## config.mk

```make
export PLATFORM = sky130hd
export DESIGN_NAME = seq_restoring_divider
export DESIGN_NICKNAME = d
export VERILOG_FILES = /design/src/rtl/seq_restoring_divider.sv
export SDC_FILE = /design/constraint.sdc
export NUM_CORES = 1
export LEC_CHECK = 0
export ABC_CLOCK_PERIOD_IN_PS = 20100
export CAP_MARGIN = 10
export CORE_MARGIN = 4
export CORE_UTILIZATION = 35
export DETAILED_ROUTE_END_ITERATION = 16
export GPL_ROUTABILITY_DRIVEN = 0
export PLACE_DENSITY = 0.66
export RECOVER_POWER = 100
export SYNTH_ARGS = -nofsm -noshare
export SYNTH_HDL_FRONTEND = slang
export SYNTH_SLANG_ARGS = --single-unit
```

## constraint.sdc

```tcl
create_clock -name clk -period 20.1 [get_ports clk]
set_clock_uncertainty 0.15 [all_clocks]
set_input_delay 4.02 -clock clk [delete_from_list [all_inputs] [get_ports clk]]
set_output_delay 4.02 -clock clk [all_outputs]
set_load 0.05 [all_outputs]
```

## src/rtl/seq_restoring_divider.sv

```systemverilog
// Purpose : iterative unsigned restoring divider, one quotient bit per clock.
// Latency : WIDTH cycles from accepted start to done; 1 cycle for divide-by-zero.
// Backpr. : start is ignored (not queued) while busy=1; accepted again in the done cycle.
//
// Ports
//   clk          rising-edge clock
//   rst_n        synchronous active-low reset, abandons any operation in flight
//   start        request, sampled only while busy=0
//   dividend     unsigned dividend, sampled with start
//   divisor      unsigned divisor, sampled with start
//   busy         high while an iterative divide is running
//   done         one-cycle pulse, results valid from this cycle on
//   quotient     registered quotient (all ones on divide-by-zero)
//   remainder    registered remainder (dividend on divide-by-zero)
//   div_by_zero  registered flag, valid with done

// One-bit full adder cell used to build the trial-subtraction ripple chain.
module fulladder (
    input  logic a_i,
    input  logic b_i,
    input  logic c_i,
    output logic s_o,
    output logic c_o
);
    assign s_o = a_i ^ b_i ^ c_i;
    assign c_o = (a_i & b_i) | (a_i & c_i) | (b_i & c_i);
endmodule

module seq_restoring_divider #(
    parameter int WIDTH = 16,
    parameter int CW    = 5
) (
    input  logic             clk,
    input  logic             rst_n,
    input  logic             start,
    input  logic [WIDTH-1:0] dividend,
    input  logic [WIDTH-1:0] divisor,
    output logic             busy,
    output logic             done,
    output logic [WIDTH-1:0] quotient,
    output logic [WIDTH-1:0] remainder,
    output logic             div_by_zero
);

    typedef enum logic {
        IDLE = 1'b0,
        CALC = 1'b1
    } state_t;

    state_t           state_q;
    logic [WIDTH-1:0] q_q;        // shifting dividend / quotient register
    logic [WIDTH-1:0] r_q;        // partial remainder
    logic [WIDTH-1:0] d_q;        // captured divisor
    logic [CW-1:0]    cnt_q;      // iteration counter
    logic             busy_q;
    logic             done_q;
    logic             dbz_q;
    logic [WIDTH-1:0] quo_q;
    logic [WIDTH-1:0] rem_q;

    // The partial remainder always stays below the divisor, so only its
    // low WIDTH bits are ever non-zero; the shifted value needs WIDTH+1.
    logic [WIDTH:0]   rs;
    logic [WIDTH:0]   carry;
    logic [WIDTH-1:0] diff;
    logic             no_borrow;
    logic [WIDTH-1:0] r_d;
    logic [WIDTH-1:0] q_d;
    logic             last_iter;

    assign rs       = {r_q, q_q[WIDTH-1]};
    assign carry[0] = 1'b1;  // two's-complement: invert divisor, add one

    // WIDTH-bit ripple subtractor on the low bits of the shifted remainder.
    for (genvar i = 0; i < WIDTH; i++) begin : g_fa
        fulladder u_fa (
            .a_i (rs[i]),
            .b_i (~d_q[i]),
            .c_i (carry[i]),
            .s_o (diff[i]),
            .c_o (carry[i+1])
        );
    end

    // If the shifted remainder's top bit is set it is at least 2^WIDTH and
    // therefore exceeds any divisor; the low-bit difference is still exact
    // because the true result is below the divisor and fits WIDTH bits.
    assign no_borrow = rs[WIDTH] | carry[WIDTH];
    assign r_d       = no_borrow ? diff : rs[WIDTH-1:0];
    assign q_d       = {q_q[WIDTH-2:0], no_borrow};
    assign last_iter = (cnt_q == CW'(WIDTH - 1));

    always_ff @(posedge clk) begin
        if (!rst_n) begin
            state_q <= IDLE;
            q_q     <= '0;
            r_q     <= '0;
            d_q     <= '0;
            cnt_q   <= '0;
            busy_q  <= 1'b0;
            done_q  <= 1'b0;
            dbz_q   <= 1'b0;
            quo_q   <= '0;
            rem_q   <= '0;
        end else begin
            done_q <= 1'b0;
            case (state_q)
                IDLE: begin
                    if (start) begin
                        if (divisor == '0) begin
                            // Resolved immediately without iterating.
                            done_q <= 1'b1;
                            dbz_q  <= 1'b1;
                            quo_q  <= '1;
                            rem_q  <= dividend;
                        end else begin
                            q_q     <= dividend;
                            r_q     <= '0;
                            d_q     <= divisor;
                            cnt_q   <= '0;
                            busy_q  <= 1'b1;
                            state_q <= CALC;
                        end
                    end
                end
                CALC: begin
                    q_q   <= q_d;
                    r_q   <= r_d;
                    cnt_q <= cnt_q + CW'(1);
                    if (last_iter) begin
                        // Final iteration lands straight in the result registers.
                        quo_q   <= q_d;
                        rem_q   <= r_d;
                        dbz_q   <= 1'b0;
                        done_q  <= 1'b1;
                        busy_q  <= 1'b0;
                        state_q <= IDLE;
                    end
                end
                default: state_q <= IDLE;
            endcase
        end
    end

    assign busy        = busy_q;
    assign done        = done_q;
    assign quotient    = quo_q;
    assign remainder   = rem_q;
    assign div_by_zero = dbz_q;

endmodule

```

==> key figures, run 1 <==
Worst hold path
  – Min-Delay Path Class: reg -> reg
  – Hold Path Cell Cnt: 2
  – Hold endpoint: d_q[4]
  – Hold path startpoint: d_q[4]

Detailed routing
  – Initial DRC Count: 194
  – Residual DRC: 0
  – Final wirelength: 9940 µm
  – Post-route ant nets: 0
  – Total iterations of the first detailed-routing run: 4
  – Vias per std cell: 5.18
  – DR vias: 3,157
  – Wire length per cell: 16.3 µm

Setup path
  – Buffers & Inverters on Critical Path: 2
  – Crit. End Element: register
  – Worst EP arrival: 8.85 ns
  – Worst path cell trace: inv_1 -> ha_1 -> inv_1 -> fa_1 -> fa_1 -> fa_1 -> fa_1 -> fa_1 -> fa_1 -> fa_1 -> fa_1 -> fa_1 -> fa_1 -> fa_1 -> fa_1 -> fa_1 -> fa_1 -> fa_1 -> or2_0 -> mux2i_1 -> a211o_1 -> mux2i_1
  – Crit Reg-Reg Endpoint: remainder[11]
  – Worst R2R Setup Slack: 11.29 ns
  – Max stage delay on crit path: 0.75 ns
  – Slowest cell on crit path: or2_0
  – Critical path launch point type: register
  – CP Max Fanout: 18
  – R2R cell count: 22
  – CP Depth: 22
  – Reg-to-Reg Start: q_q[15]
  – Most used cell, CP: fa_1
  – Worst path required time: 20.13 ns
  – Critical path type: reg -> reg
  – Dominant delay contributor by cell family on the critical path: adder cells

Power and ir drop
  – Switch Pwr: 143 µW
  – Pint: 336 µW
  – Flop pwr share: 40.8%
  – Clock power frac: 35.9%
  – Peak supply drop: 50.6 µV
  – Leakage power: 2.14 nW
  – Power per cell area: 94.1 nW/µm²
  – Sw Ratio: 29.9%
  – Comb pwr share: 23.3%

Timing
  – Max-slew violations: 152
  – Final hold viol count: 0
  – Tmin final: 8.81 ns
  – Worst hold slack: 0.306 ns
  – Max_slew headroom: -67.9%
  – Peak Freq: 113 MHz
  – Tcrit/Tclk final: 43.8%
  – Finish-stage setup viols: 0
  – RSZ-0062 raised after global routing: false
  – Final TNS setup: 0 ns
  – Least-Margin Pin Slew: 2.52 ns

Die
  – Die X: 116 µm
  – Initial Utilization: 35.7%
  – I/O pins: 70
  – CORE AREA: 11,400 µm²
  – Die Height: 116 µm
  – Die Footprint: 13,400 µm²
  – # rows: 39

Synthesis
  – Distinct cell type count after synthesis: 38
  – Post-Syn Area: 4080 µm²
  – Yosys top cell area share: 43.7%
  – Average size of a mapped cell: 9.95 µm²
  – Mapped Cells: 410
  – Top FF cell, synth: dfxtp_1
  – Syn Nets: 463
  – Number of synthesized flops with an enable pin: 0
  – Share of flip-flops with an asynchronous set or reset after synthesis: 0%
  – Post-synthesis sequential area ratio: 43.7%
  – Synth warn: 0
  – Post-synth top area cell: dfxtp_1
  – Main area contributors after synthesis: dfxtp_1 (44%), mux2i_1 (11%), fa_1 (7.4%)
  – FF+latch count, synth: 89

Final layout
  – Share of cells above drive strength 1: 10.1%
  – Non-Filler Instances: 609
  – Final Net Count: 514
  – Commonest non-fill, non-tap cell in the layout: dfxtp_1
  – Layout area overhead: 24.8%
  – Commonest non-fill, non-tap cells in the layout: dfxtp_1 (88), nand2_1 (46), mux2i_1 (44)
  – N_diodes: 0
  – Filler Cells Inserted: 1,128

GRT
  – Pin count of the biggest net entering global routing: 61
  – First-pass GRT wire length: 16,800 µm
  – Gr ovfl total: 0
  – Number of global-route vias before repair: 3,297
  – Antenna violations before repair: 0
  – All-Layer GR Usage: 15.8%

Clocking
  – Clock-pin transition on the worst setup and hold timing paths: 0.06 ns
  – CTS root buf: clkbuf_16
  – Post-CTS Resized: 0
  – Worst skew pair latency: 0.34 ns
  – CTS Buf Count: 9
  – Longest Clk Path Bufs: 2
  – Sink Count: 89
  – Hold-fix buffer count after cts: 0
  – # Post-CTS Setup Buffers: 0
  – H-tree Lvls: 3
  – TritonCTS clock tree: done

Placement
  – Port Buffers: 69
  – Dpl hpwl: 7060 µm
  – Dpl cells: 593

Outcome
  – Status: complete, but fails checks
  – Failing checks: capacitance limit, slew limit

Job
  – Max-cap violations: 4
==> power groups by stage <==
stage	logic [mW]	clock network, mW	registers, mW
finish	0.112	0.172	0.195
global route	0.126	0.182	0.197
CTS	0.112	0.175	0.195
detailed placement	0.112	0	0.199
global placement	0.109	0	0.199
floorplan	0.0854	0	0.197
==> kinds of logic after synthesis <==
kind of cell / Yosys count / synth area share, %
AO/OA/AOI/OAI: 97 / 19.6
multiplexers: 44 / 10.8
buffers and inverters: 68 / 7.21
adder cells (fa/ha/maj): 18 / 8.28
flip-flops: 89 / 43.7
AND/OR/NAND/NOR: 94 / 10.4
==> synthesized netlist by cell type, drive strengths merged (3+ instances only) <==
| cell | count |
|---|---|
| dfxtp | 89 |
| nand2 | 46 |
| mux2i | 44 |
| inv | 33 |
| o221a | 31 |
| nor2 | 29 |
| a21oi | 22 |
| clkbuf | 21 |
| a211o | 15 |
| fa | 15 |
| o22ai | 15 |
| buf | 13 |
| o21ai | 6 |
| nor4 | 4 |
| ha | 3 |
==> tightest hold or removal path: stages, from the launching register on <==
cell and delay [ns]:
dfxtp_1 0.31, nand2_1 0.05, a21oi_1 0.05
==> worst max-delay path by stage <==
stage	slack, ns	start	end
floorplan	11.95	q_q[15]	remainder[3]
global placement	11.75	q_q[15]	remainder[10]
detailed placement	11.61	q_q[15]	remainder[6]
CTS	11.59	q_q[15]	remainder[6]
global route	10.87	q_q[15]	q_q[0]
finish	11.29	q_q[15]	remainder[11]
==> layer usage <==
layer	track usage (%)	up-vias	routed length, µm
met4	5.34	0	132
met3	3.45	12	490
met2	25.4	70	4700
met1	21.0	1525	4620
li1	-	1550	-
met5	0	-	0
==> metrics by stage <==
step	total power, mW	area, µm²	setup slack [ns]	util (%)
floorplan	0.283	4080	11.95	-
global placement	0.307	4810	11.75	42.2
detailed placement	0.311	4810	11.61	42.2
CTS	0.482	5120	11.59	44.8
global route	0.505	5090	10.87	44.6
finish	0.479	5090	11.29	44.6
==> sequential cells by signal, indices dropped and copies added (netlist names) <==
register	cells
done	1
quotient	16
remainder	16
cnt_q	5
r_q	16
q_q	16
state_q	1
d_q	16
div_by_zero	1
busy	1
==> final cells by class <==
| class | instances | area, µm² | share of cell area (%) |
|---|---|---|---|
| Multi-Input combinational cell | 253 | 1990 | 39.1 |
| Sequential cell | 89 | 1780 | 35.0 |
| Timing Repair Buffer | 74 | 708 | 13.9 |
| Clock buffer | 10 | 229 | 4.50 |
| Tap cell | 143 | 179 | 3.52 |
| Inverter | 34 | 128 | 2.51 |
| Clock inverter | 6 | 72.6 | 1.43 |
Note: power is estimated with default switching activity, not from simulation.
==> run 2, diff against run 1 <==
- ABC_CLOCK_PERIOD_IN_PS: 20100 -> 9050
- clock period: 20.1 -> 9.05 ns (I/O delays scaled with it)
==> key figures, run 2 (synthesis gave the netlist of run 1 again) <==
Outcome
  – Status: complete, but fails checks
  – Failing checks: capacitance limit, slew limit

Timing
  – Max_slew headroom: -70.1%
  – Final TNS setup: 0 ns
  – Max-slew violations: 133
  – Finish-stage setup viols: 0
  – Tcrit/Tclk final: 93.4%
  – Peak Freq: 118 MHz
  – RSZ-0062 raised after global routing: false
  – Least-Margin Pin Slew: 2.55 ns
  – Final hold viol count: 0
  – Tmin final: 8.45 ns
  – Worst hold slack: 0.306 ns

GRT
  – First-pass GRT wire length: 16,500 µm
  – Met3 usage: 3.24%
  – All-Layer GR Usage: 15.5%
  – Met2 usage: 24.1%
  – Grt met1 use: 21.6%
  – Number of global-route vias before repair: 3,252
  – Busiest grt layer: met2
  – Pin count of the biggest net entering global routing: 61
  – Gr ovfl total: 0
  – Antenna violations before repair: 0

Setup path
  – Dominant delay contributor by cell family on the critical path: adder cells
  – Slowest cell on crit path: or2_2
  – Crit. End Element: register
  – Max stage delay on crit path: 0.51 ns
  – Worst path cell trace: inv_1 -> ha_1 -> inv_1 -> fa_1 -> fa_1 -> fa_1 -> fa_1 -> fa_1 -> fa_1 -> fa_1 -> fa_1 -> fa_1 -> fa_1 -> fa_1 -> fa_1 -> fa_1 -> fa_1 -> fa_1 -> or2_2 -> mux2i_1 -> a211o_1 -> mux2i_1
  – Worst EP arrival: 8.55 ns
  – CP Max Fanout: 18
  – Most used cell, CP: fa_1
  – Critical path launch point type: register
  – Worst path required time: 9.15 ns
  – Buffers & Inverters on Critical Path: 2
  – Critical path type: reg -> reg

Job
  – Max-cap violations: 3

Final layout
  – Share of cells above drive strength 1: 10.3%
  – Cell area after layout: 5060 µm²
  – Commonest non-fill, non-tap cells in the layout: dfxtp_1 (88), nand2_1 (46), mux2i_1 (44)
  – Layout area overhead: 24.1%
  – Final Net Count: 514
  – Commonest non-fill, non-tap cell in the layout: dfxtp_1
  – Non-Filler Instances: 609
  – Core Util, Final: 44.3%
  – N_diodes: 0

Clocking
  – Longest Clk Path Bufs: 2
  – Sink Count: 89
  – Hold-fix buffer count after cts: 0
  – H-tree Lvls: 3
  – # Post-CTS Setup Buffers: 0
  – Clock-pin transition on the worst setup and hold timing paths: 0.07 ns
  – TritonCTS clock tree: done
  – CTS Buf Count: 9
  – CTS root buf: clkbuf_16
  – Worst skew pair latency: 0.34 ns
  – Post-CTS Resized: 0

Die
  – Initial Utilization: 35.7%
  – # rows: 39
  – Die X: 116 µm
  – I/O pins: 70
  – Die Footprint: 13,400 µm²
  – Die Height: 116 µm
  – CORE AREA: 11,400 µm²

Detailed routing
  – Total iterations of the first detailed-routing run: 4
  – Residual DRC: 0
  – Vias per std cell: 5.24
  – Final wirelength: 9890 µm
  – Initial DRC Count: 245
  – Wire length per cell: 16.2 µm
  – Post-route ant nets: 0
  – DR vias: 3,189

Power and ir drop
  – Peak supply drop: 85.6 µV
  – Power per cell area: 203 nW/µm²
  – Leakage power: 2.13 nW

Placement
  – Placed instance area: 4810 µm²
  – Dpl hpwl: 7020 µm
  – Dpl cells: 593
  – Port Buffers: 69

Worst hold path
  – Min-Delay Path Class: reg -> reg
==> run 2: cell types whose count changed in the layout (fill, tap and decap cells not counted), sizes merged <==
cell	delta
clkinvlp	+2
bufinv	-1
clkbuf	-1
clkinv	+1
inv	-1
==> run 2: metal layers <==
metal	wire length, µm	vias to the layer above
met4	204	0
li1	-	1546
met2	4460	88
met5	0	-
met1	4630	1538
met3	603	17
==> run 2: stage by stage <==
step           setup slack, ns  total power, mW
2_1_floorplan            0.900            0.628
3_3_place_gp             0.702            0.683
3_5_place_dp             0.586            0.690
4_1_cts                  0.529             1.04
5_1_grt                  0.269             1.09
6_report                 0.598             1.03
==> run 2: worst reg2reg max path: cells and delay by family, from the launching register on <==
family                   cells  cell delay, ns
AO/OA/AOI/OAI                1            0.34
flip-flops                   1            0.33
AND/OR/NAND/NOR              1            0.51
adder cells (fa/ha/maj)     16            6.57
multiplexers                 2            0.38
buffers and inverters        2            0.11
==> run 2: power by group <==
group / internal, mW / switching (mW)
Sequential: 0.415 / 0.0190
Clock: 0.188 / 0.162
Combinational: 0.110 / 0.136
==> run 2: worst paths after layout <==
check | slack (ns) | cells after the start | end | startpoint
worst max-delay path | 0.60 | 22 | remainder[7] | q_q[15]
worst min-delay path | 0.31 | 2 | d_q[7] | d_q[7]
worst max register to register | 0.60 | 22 | remainder[7] | q_q[15]
worst min register to register | 0.31 | 2 | d_q[7] | d_q[7]
==> run 2: final cells by class <==
cell class | instances | area, µm²
fillers | 1119 | 6360
multi-input cells | 253 | 1980
flip-flops and latches | 89 | 1780
repair buffers | 74 | 708
clock buffers | 9 | 225
well taps | 143 | 179
inverters | 34 | 128
clock inverters | 7 | 53.8
==> run 3, diff against run 2 <==
- ABC_CLOCK_PERIOD_IN_PS: 9050 -> 9200
- SLEW_MARGIN: default -> 20
- clock period: 9.05 -> 9.2 ns (I/O delays scaled with it)
==> key figures, run 3 (synthesis gave the netlist of run 1 again) <==
Timing
  – Least-Margin Pin Slew: 2.58 ns
  – Max-slew violations: 133
  – Final TNS setup: 0 ns
  – Final hold viol count: 0
  – RSZ-0062 raised after global routing: false
  – Finish-stage setup viols: 0
  – Peak Freq: 117 MHz
  – Tmin final: 8.57 ns
  – Worst hold slack: 0.306 ns
  – Max_slew headroom: -72.0%
  – Tcrit/Tclk final: 93.1%
  – Setup WS post-layout: 0.632 ns

Setup path
  – Worst EP arrival: 8.67 ns
  – Max stage delay on crit path: 0.57 ns
  – Critical path type: reg -> reg
  – Crit Reg-Reg Endpoint: remainder[7]
  – CP endpoint: remainder[7]
  – Reg-to-Reg Start: q_q[15]
  – R2R cell count: 22
  – Slowest cell on crit path: or2_1
  – Crit. End Element: register
  – Worst path required time: 9.30 ns
  – CP Max Fanout: 18
  – Worst R2R Setup Slack: 0.63 ns
  – Most used cell, CP: fa_1
  – Crit path from: q_q[15]
  – Critical path launch point type: register
  – Worst path cell trace: inv_1 -> ha_1 -> inv_1 -> fa_1 -> fa_1 -> fa_1 -> fa_1 -> fa_1 -> fa_1 -> fa_1 -> fa_1 -> fa_1 -> fa_1 -> fa_1 -> fa_1 -> fa_1 -> fa_1 -> fa_1 -> or2_1 -> mux2i_1 -> a211o_1 -> mux2i_1

Final layout
  – Layout area overhead: 24.1%
  – Commonest non-fill, non-tap cell in the layout: dfxtp_1
  – Final Net Count: 514
  – N_diodes: 0
  – Filler Cells Inserted: 1,119
  – Share of cells above drive strength 1: 10.1%
  – Core Util, Final: 44.3%
  – Commonest non-fill, non-tap cells in the layout: dfxtp_1 (88), nand2_1 (46), mux2i_1 (44)

Outcome
  – Failing checks: capacitance limit, slew limit
  – Status: complete, but fails checks

Clocking
  – Hold-fix buffer count after cts: 0
  – Worst skew pair latency: 0.34 ns
  – CTS Buf Count: 9
  – CTS root buf: clkbuf_16
  – Post-CTS Resized: 0
  – H-tree Lvls: 3
  – Sink Count: 89
  – Longest Clk Path Bufs: 2
  – # Post-CTS Setup Buffers: 0
  – TritonCTS clock tree: done
  – Clock-pin transition on the worst setup and hold timing paths: 0.07 ns

Detailed routing
  – DR vias: 3,181
  – Initial DRC Count: 243
  – Total iterations of the first detailed-routing run: 4
  – Wire length per cell: 16.3 µm
  – Final wirelength: 9930 µm
  – Vias per std cell: 5.22
  – Residual DRC: 0
  – Post-route ant nets: 0

Worst hold path
  – Min-Delay Path Class: reg -> reg

Job
  – Max-cap violations: 3

Power and ir drop
  – Leakage power: 2.13 nW
  – Peak supply drop: 83.7 µV
  – Power per cell area: 200 nW/µm²

Placement
  – Dpl hpwl: 7020 µm
  – Port Buffers: 69
  – Pre-CTS WS: 0.736 ns

GRT
  – Number of global-route vias before repair: 3,248
  – First-pass GRT wire length: 16,500 µm
  – Antenna violations before repair: 0
  – Pin count of the biggest net entering global routing: 61
  – Gr ovfl total: 0
  – All-Layer GR Usage: 15.4%

Die
  – CORE AREA: 11,400 µm²
  – I/O pins: 70
  – Initial Utilization: 35.7%
  – Die Footprint: 13,400 µm²
  – Die X: 116 µm
  – # rows: 39
  – Die Height: 116 µm
run 3: cell counts in the layout (fill, tap and decap cells not counted):
No cell type changed its count.
run 3: worst min-delay path by stage:
| stage | end | depth (start not counted) | from | slack (ns) |
|---|---|---|---|---|
| after floorplan | d_q[2] | 2 | d_q[2] | 0.29 |
| after global placement | d_q[2] | 2 | d_q[2] | 0.30 |
| after detailed placement | d_q[7] | 2 | d_q[7] | 0.30 |
| after CTS | d_q[7] | 2 | d_q[7] | 0.31 |
| after global routing | d_q[4] | 2 | d_q[4] | 0.33 |
| final | d_q[7] | 2 | d_q[7] | 0.31 |
run 3: layout make-up:
| class | instances | area, µm² | share of cell area (%) |
|---|---|---|---|
| inverters | 34 | 128 | 2.52 |
| multi-input cells | 253 | 1980 | 39.2 |
| well taps | 143 | 179 | 3.54 |
| flip-flops and latches | 89 | 1780 | 35.2 |
| clock buffers | 9 | 225 | 4.45 |
| repair buffers | 74 | 708 | 14.0 |
| clock inverters | 7 | 53.8 | 1.06 |
run 3: layer usage:
metal / vias to the layer above / global-route usage, % / wire length (µm)
met4: 0 / 4.80 / 193
met3: 15 / 3.24 / 560
li1: 1545 / - / -
met2: 87 / 24.1 / 4460
met5: - / 0 / 0
met1: 1534 / 21.6 / 4720
run 3: power breakdown:
group,switching (mW),internal [mW],total [mW]
Sequential,0.0188,0.408,0.427
Combinational,0.133,0.109,0.242
Clock,0.159,0.185,0.344
Total,0.311,0.702,1.01
run 3: worst max-delay path: cells and delay by family, from the launching register on:
kind / cells / cell delay [ns]
buf+inv: 2 / 0.11
flops: 1 / 0.33
simple gates: 1 / 0.57
fa+ha+maj: 16 / 6.55
mux: 2 / 0.42
compound gates: 1 / 0.35
run 3: per-stage QoR:
stage	std cells	power, mW	area, µm²
3_5_place_dp	593	0.679	4810
4_1_cts	609	1.02	5090
2_1_floorplan	410	0.618	4080
6_report	609	1.01	5060
5_1_grt	609	1.07	5060
3_3_place_gp	593	0.672	4810
==> RTL edit 1: new RTL, flow settings as in run 3 <==
The parameter `CW` goes from 5 to 6.
--- a/src/rtl/seq_restoring_divider.sv
+++ b/src/rtl/seq_restoring_divider.sv
@@ -29,5 +29,5 @@
 module seq_restoring_divider #(
     parameter int WIDTH = 16,
-    parameter int CW    = 5
+    parameter int CW    = 6
 ) (
     input  logic             clk,
Function: same outputs for any inputs over 10 cycles, from zero or initial values and one cycle with rst_n low; that may be too few to reach the edited logic, so the function may still have changed.
==> RTL edit 1 against run 3 <==
- the run still ends with capacitance limit, slew limit left
- highest routed layer unchanged
- synthesized area grew 2.1%
- clock power grew 8.4%
- power shrank 2.4%
- via count grew 2.3%
- routed wire length grew 4.4%
- final area grew 2.3%
- setup slack gained 130 ps
- largest cell class unchanged
- global-route usage grew 0.38 points
- sequential cell count grew 1
==> RTL edit 1: results (changes against run 3) <==
[power_and_ir_drop]
p_switching_uw = 278  ; -11%
pg_comb_uw = 185  ; -24%
max-vdd-ir-drop_v = 0.0000823  ; -1.6%
pwr-share-seq_pct = 43.5  ; +1.4 points
p_clk_share_pct = 37.8  ; +3.9 points
p_leak_nw = 2.05  ; -3.7%

[sta]
worstMarginPinSlew_ps = 2340  ; -240 ps
slew_violations = 53  ; -60%

[outcome]
run_status = finished with violations
violations = capacitance limit, slew limit

[cells_and_area]
diodes = 0  ; unchanged
nNetsFinal = 511  ; -0.58%
fillCellCount = 1101  ; -1.6%
fin_cells = 607  ; -0.33%
drive_above_1_share_pct = 12.7  ; +2.6 points

[yosys]
ys_warn_count = 0  ; unchanged
synth.distinct_cells = 42  ; +11%
synth_nets = 458  ; -1.1%
async_reset_ff_share_pct = 0  ; unchanged
yosysSeqAreaShare_pct = 43.3  ; -0.41 points
synth_commonest_cells = 90 x dfxtp_1, 33 x nand2_1, 30 x a211oi_1
synth_area_leaders = dfxtp_1 43%, fa_1 7.2%, a211oi_1 5.4%
netlist_instances = 406  ; -0.98%

[cts]
clock_path_buffers = 2  ; unchanged
clk_latency_ps = 340  ; about the same
cts_setup_buffers = 0  ; unchanged
cts-root-buf = clkbuf_16
h-tree-depth = 3  ; unchanged
cts_buffers = 9  ; unchanged
clk_pin_slew_worst_paths_ps = 70  ; about the same
cts_resized = 0  ; unchanged

[routing]
route.met2.wl_mm = 4.59  ; +2.9%
via_per_inst = 5.36  ; +2.6%
drt_pre_antenna_iters = 5  ; +1
wl_met1_mm = 4.96  ; +5.2%
wl_per_cell_um = 17.1  ; +4.7%
wl_met3_um = 716  ; +28%
maxUsedRoutingLayer = met4
drt_iter0_drc = 397  ; +63%

[global_route]
grt_start_max_net_pins = 62  ; +1.6%
met3_usage_pct = 4.27  ; +1.0 points
antenna_found_initial = 0  ; unchanged
grtUsageMet2_pct = 23.9  ; -0.12 points
grt_use_total_pct = 15.8  ; +0.38 points
grt_pass1_wl_mm = 16.8  ; +1.8%
grt_util_met1_pct = 22.5  ; +0.93 points
grt_pass1_vias = 3237  ; -0.34%

[place]
dp_hpwl_mm = 7.26  ; +3.3%
io_buffers = 69  ; unchanged
dp_cells = 591  ; -0.34%

[setup_path]
cpLargestDelayFamily = adder cells
cp.arrival_ps = 8480  ; -190 ps
slowest_delay_ps = 440  ; -130 ps
slowest_stage = fa_1
crit_fanout = 17  ; -1

[hold_path]
hp-class = reg2reg

[run]
cap_violations = 2  ; -1

-- RTL edit 1: cell types whose count changed after synthesis, sizes merged, moves of 15 or more --
cell / change
a211o: -15
a211oi: +30
o221a: -16
o21a: +16
mux2i: -30
mux2: +15
-- RTL edit 1: area by class of cell --
cell class / instances / area [um2] / share of cell area [%]
Multi-Input combinational cell: 262 / 2090 / 40.4
Tap cell: 143 / 179 / 3.45
Sequential cell: 90 / 1800 / 34.8
Timing Repair Buffer: 75 / 723 / 14.0
Inverter: 21 / 78.8 / 1.52
Clock buffer: 9 / 225 / 4.35
Clock inverter: 7 / 77.6 / 1.50
-- RTL edit 1: per-stage QoR --
step | worst slack [ps] | instance area (um2)
floorplan | 1140 | 4160
global placement | 833 | 4910
detailed placement | 712 | 4910
CTS | 694 | 5210
global route | 432 | 5180
finish | 763 | 5180
-- RTL edit 1: final timing paths --
kind	startpoint	cells past startpoint	slack (ps)	to
worst max register to register	q_q[15]	22	760	remainder[8]
worst min register to register	d_q[2]	2	310	d_q[2]
worst min-delay path	d_q[2]	2	310	d_q[2]
worst max-delay path	q_q[15]	22	760	remainder[8]
-- RTL edit 1: worst reg2reg max path, cell delays in order, from the launching register on --
cell,delay [ps]
dfxtp_1,320
inv_1,60
ha_1,130
inv_1,50
fa_1,420
fa_1,430
fa_1,430
fa_1,430
fa_1,440
fa_1,430
fa_1,430
fa_1,420
fa_1,430
fa_1,440
fa_1,430
fa_1,420
fa_1,430
fa_1,430
fa_1,440
o21a_1,400
a22oi_1,380
a21boi_0,270
a211oi_1,100
-- RTL edit 1: logic make-up after synthesis --
kind of cell,Yosys count,synth area share [%]
buffers and inverters,54,5.77
AO/OA/AOI/OAI,129,23.9
adder cells (fa/ha/maj),17,7.81
AND/OR/NAND/NOR,87,11.2
multiplexers,29,8.06
flip-flops,90,43.3
==> RTL edit 2: new RTL, flow settings as in run 3 <==
Without the edit above. Put one more register stage on the output `done`, without a reset. The value now appears one clock later. The other outputs are not delayed to match. Comments in the files are not updated.
--- a/src/rtl/seq_restoring_divider.sv
+++ b/src/rtl/seq_restoring_divider.sv
@@ -144,5 +144,7 @@
 
     assign busy        = busy_q;
-    assign done        = done_q;
+    always_ff @(posedge clk) begin
+        done <= done_q;
+    end
     assign quotient    = quo_q;
     assign remainder   = rem_q;
Check against the original RTL: not equivalent (a bounded check fails within 4 cycles, from zero or initial values and one cycle with rst_n low).
==> RTL edit 2 against run 3 <==
- the flow still finishes with violations (capacitance limit, slew limit)
- power up 0.48%
- global-route usage down 0.062 points
- count of clock-buffer cells in the layout up 1
- final cell count up 4.3%
- sequential cell count up 1
- routed wire length up 5.9%
- setup slack better by 190 ps
- synthesized area up 5.4%
- non-clock buffer count up 2
- sequential power up 1%
- clock power up 16%
- final area up 5.5%
- largest cell class unchanged
==> RTL edit 2: results (changes against run 3) <==
[setup_path]
cp.arrival_ps = 8420  ; -250 ps
critical_path.startpoint = q_q[15]
crit_end = remainder[0]
reg2reg_setup_slack_ps = 820  ; +190 ps
reg2reg_to = remainder[0]
slowest_stage = fa_1
reg2reg_depth = 22  ; unchanged
crit_fanout = 17  ; -1
slowest_delay_ps = 450  ; -120 ps

[global_route]
grt_util_met1_pct = 22.1  ; +0.59 points
grt_use_total_pct = 15.4  ; -0.062 points
grtUsageMet2_pct = 23.1  ; -0.96 points
grt_pass1_vias = 3399  ; +4.6%
met3_usage_pct = 2.90  ; -0.34 points
grt_start_max_net_pins = 111  ; +82%
grt_pass1_wl_mm = 17.7  ; +6.9%

[yosys]
synthMuxAreaShare_pct = 4.19  ; -6.6 points
syn-mean-instance-area_um2 = 9.95  ; about the same
synth_compound_area_share_pct = 24.2  ; +4.6 points
synth.distinct_cells = 36  ; -5.3%
async_reset_ff_share_pct = 0  ; unchanged
synth_nets = 485  ; +4.8%
synthAdderAreaFrac_pct = 7.86  ; -0.43 points
synth_area_leaders = dfxtp_1 42%, o221a_2 7.9%, fa_1 7.0%
yosysSeqAreaShare_pct = 41.9  ; -1.8 points
synth_commonest_cells = 90 x dfxtp_1, 50 x inv_1, 41 x nand2_1
ys.flop_type = dfxtp_1

[cts]
cts_resized = 0  ; unchanged
cts_buffers = 9  ; unchanged
h-tree-depth = 3  ; unchanged

[sta]
clock.fmax_mhz = 119  ; +2.3%
slew_violations = 17  ; -87%
fin_hold_ws_ps = 188  ; -118 ps
max_slew_margin_pct = -23.2  ; +49 points

[routing]
wirelength_mm = 10.5  ; +5.9%
maxUsedRoutingLayer = met4
drt_iter0_drc = 309  ; +27%
wl_met1_mm = 5.29  ; +12%
drt_pre_antenna_iters = 4  ; unchanged
wl_met3_um = 556  ; -0.71%
via_per_inst = 5.26  ; +0.61%
route.met2.wl_mm = 4.46  ; -0.11%

[run]
cap_violations = 1  ; -2

[cells_and_area]
nNetsFinal = 536  ; +4.3%
drive_above_1_share_pct = 11.5  ; +1.4 points
fillCellCount = 1140  ; +1.9%
fin_cells = 635  ; +4.3%

[power_and_ir_drop]
max-vdd-ir-drop_v = 0.000115  ; +38%
p_leak_nw = 2.06  ; -3.1%

[place]
dp_cells = 619  ; +4.4%
dpl_worst_slack_ps = 765  ; +29.3 ps
dp_hpwl_mm = 7.35  ; +4.7%
place_area_um2 = 5070  ; +5.3%

[outcome]
run_status = finished with violations
violations = capacitance limit, slew limit

[hold_path]
hold_depth = 0  ; -2
hold_path_end = done
hold_start = done_q

RTL edit 2: cell count changes in the layout (fill, tap and decap cells not counted), moves of 16 or more:
cell / run 3 / this run
nor2b_1: 2 / 34
a21boi_0: 0 / 16
a21oi_1: 22 / 1
a22o_1: 0 / 16
mux2i_1: 44 / 18
o21ai_0: 4 / 20
nor2_1: 29 / 4
inv_1: 33 / 50
RTL edit 2: final cells by class:
class	count	area, um2	area share, %
multi-input combinational	256	2110	39.5
sequential	90	1800	33.7
timing repair buffer	76	727	13.6
clock buffer	10	239	4.47
inverter	50	188	3.51
tap	147	184	3.44
clock inverter	6	90.1	1.69
RTL edit 2: worst max-delay path: cells and delay by family, from the launching register on:
kind / cells / cell delay (ps)
AOI/OAI and AO/OA: 3 / 1020
adders and majority gates: 16 / 6550
buffers and inverters: 2 / 100
DFF: 1 / 320
muxes: 1 / 110
RTL edit 2: power breakdown:
group	switching [mW]	internal, mW
clock	0.152	0.246
combinational	0.0998	0.0877
sequential	0.0193	0.413
total	0.271	0.747
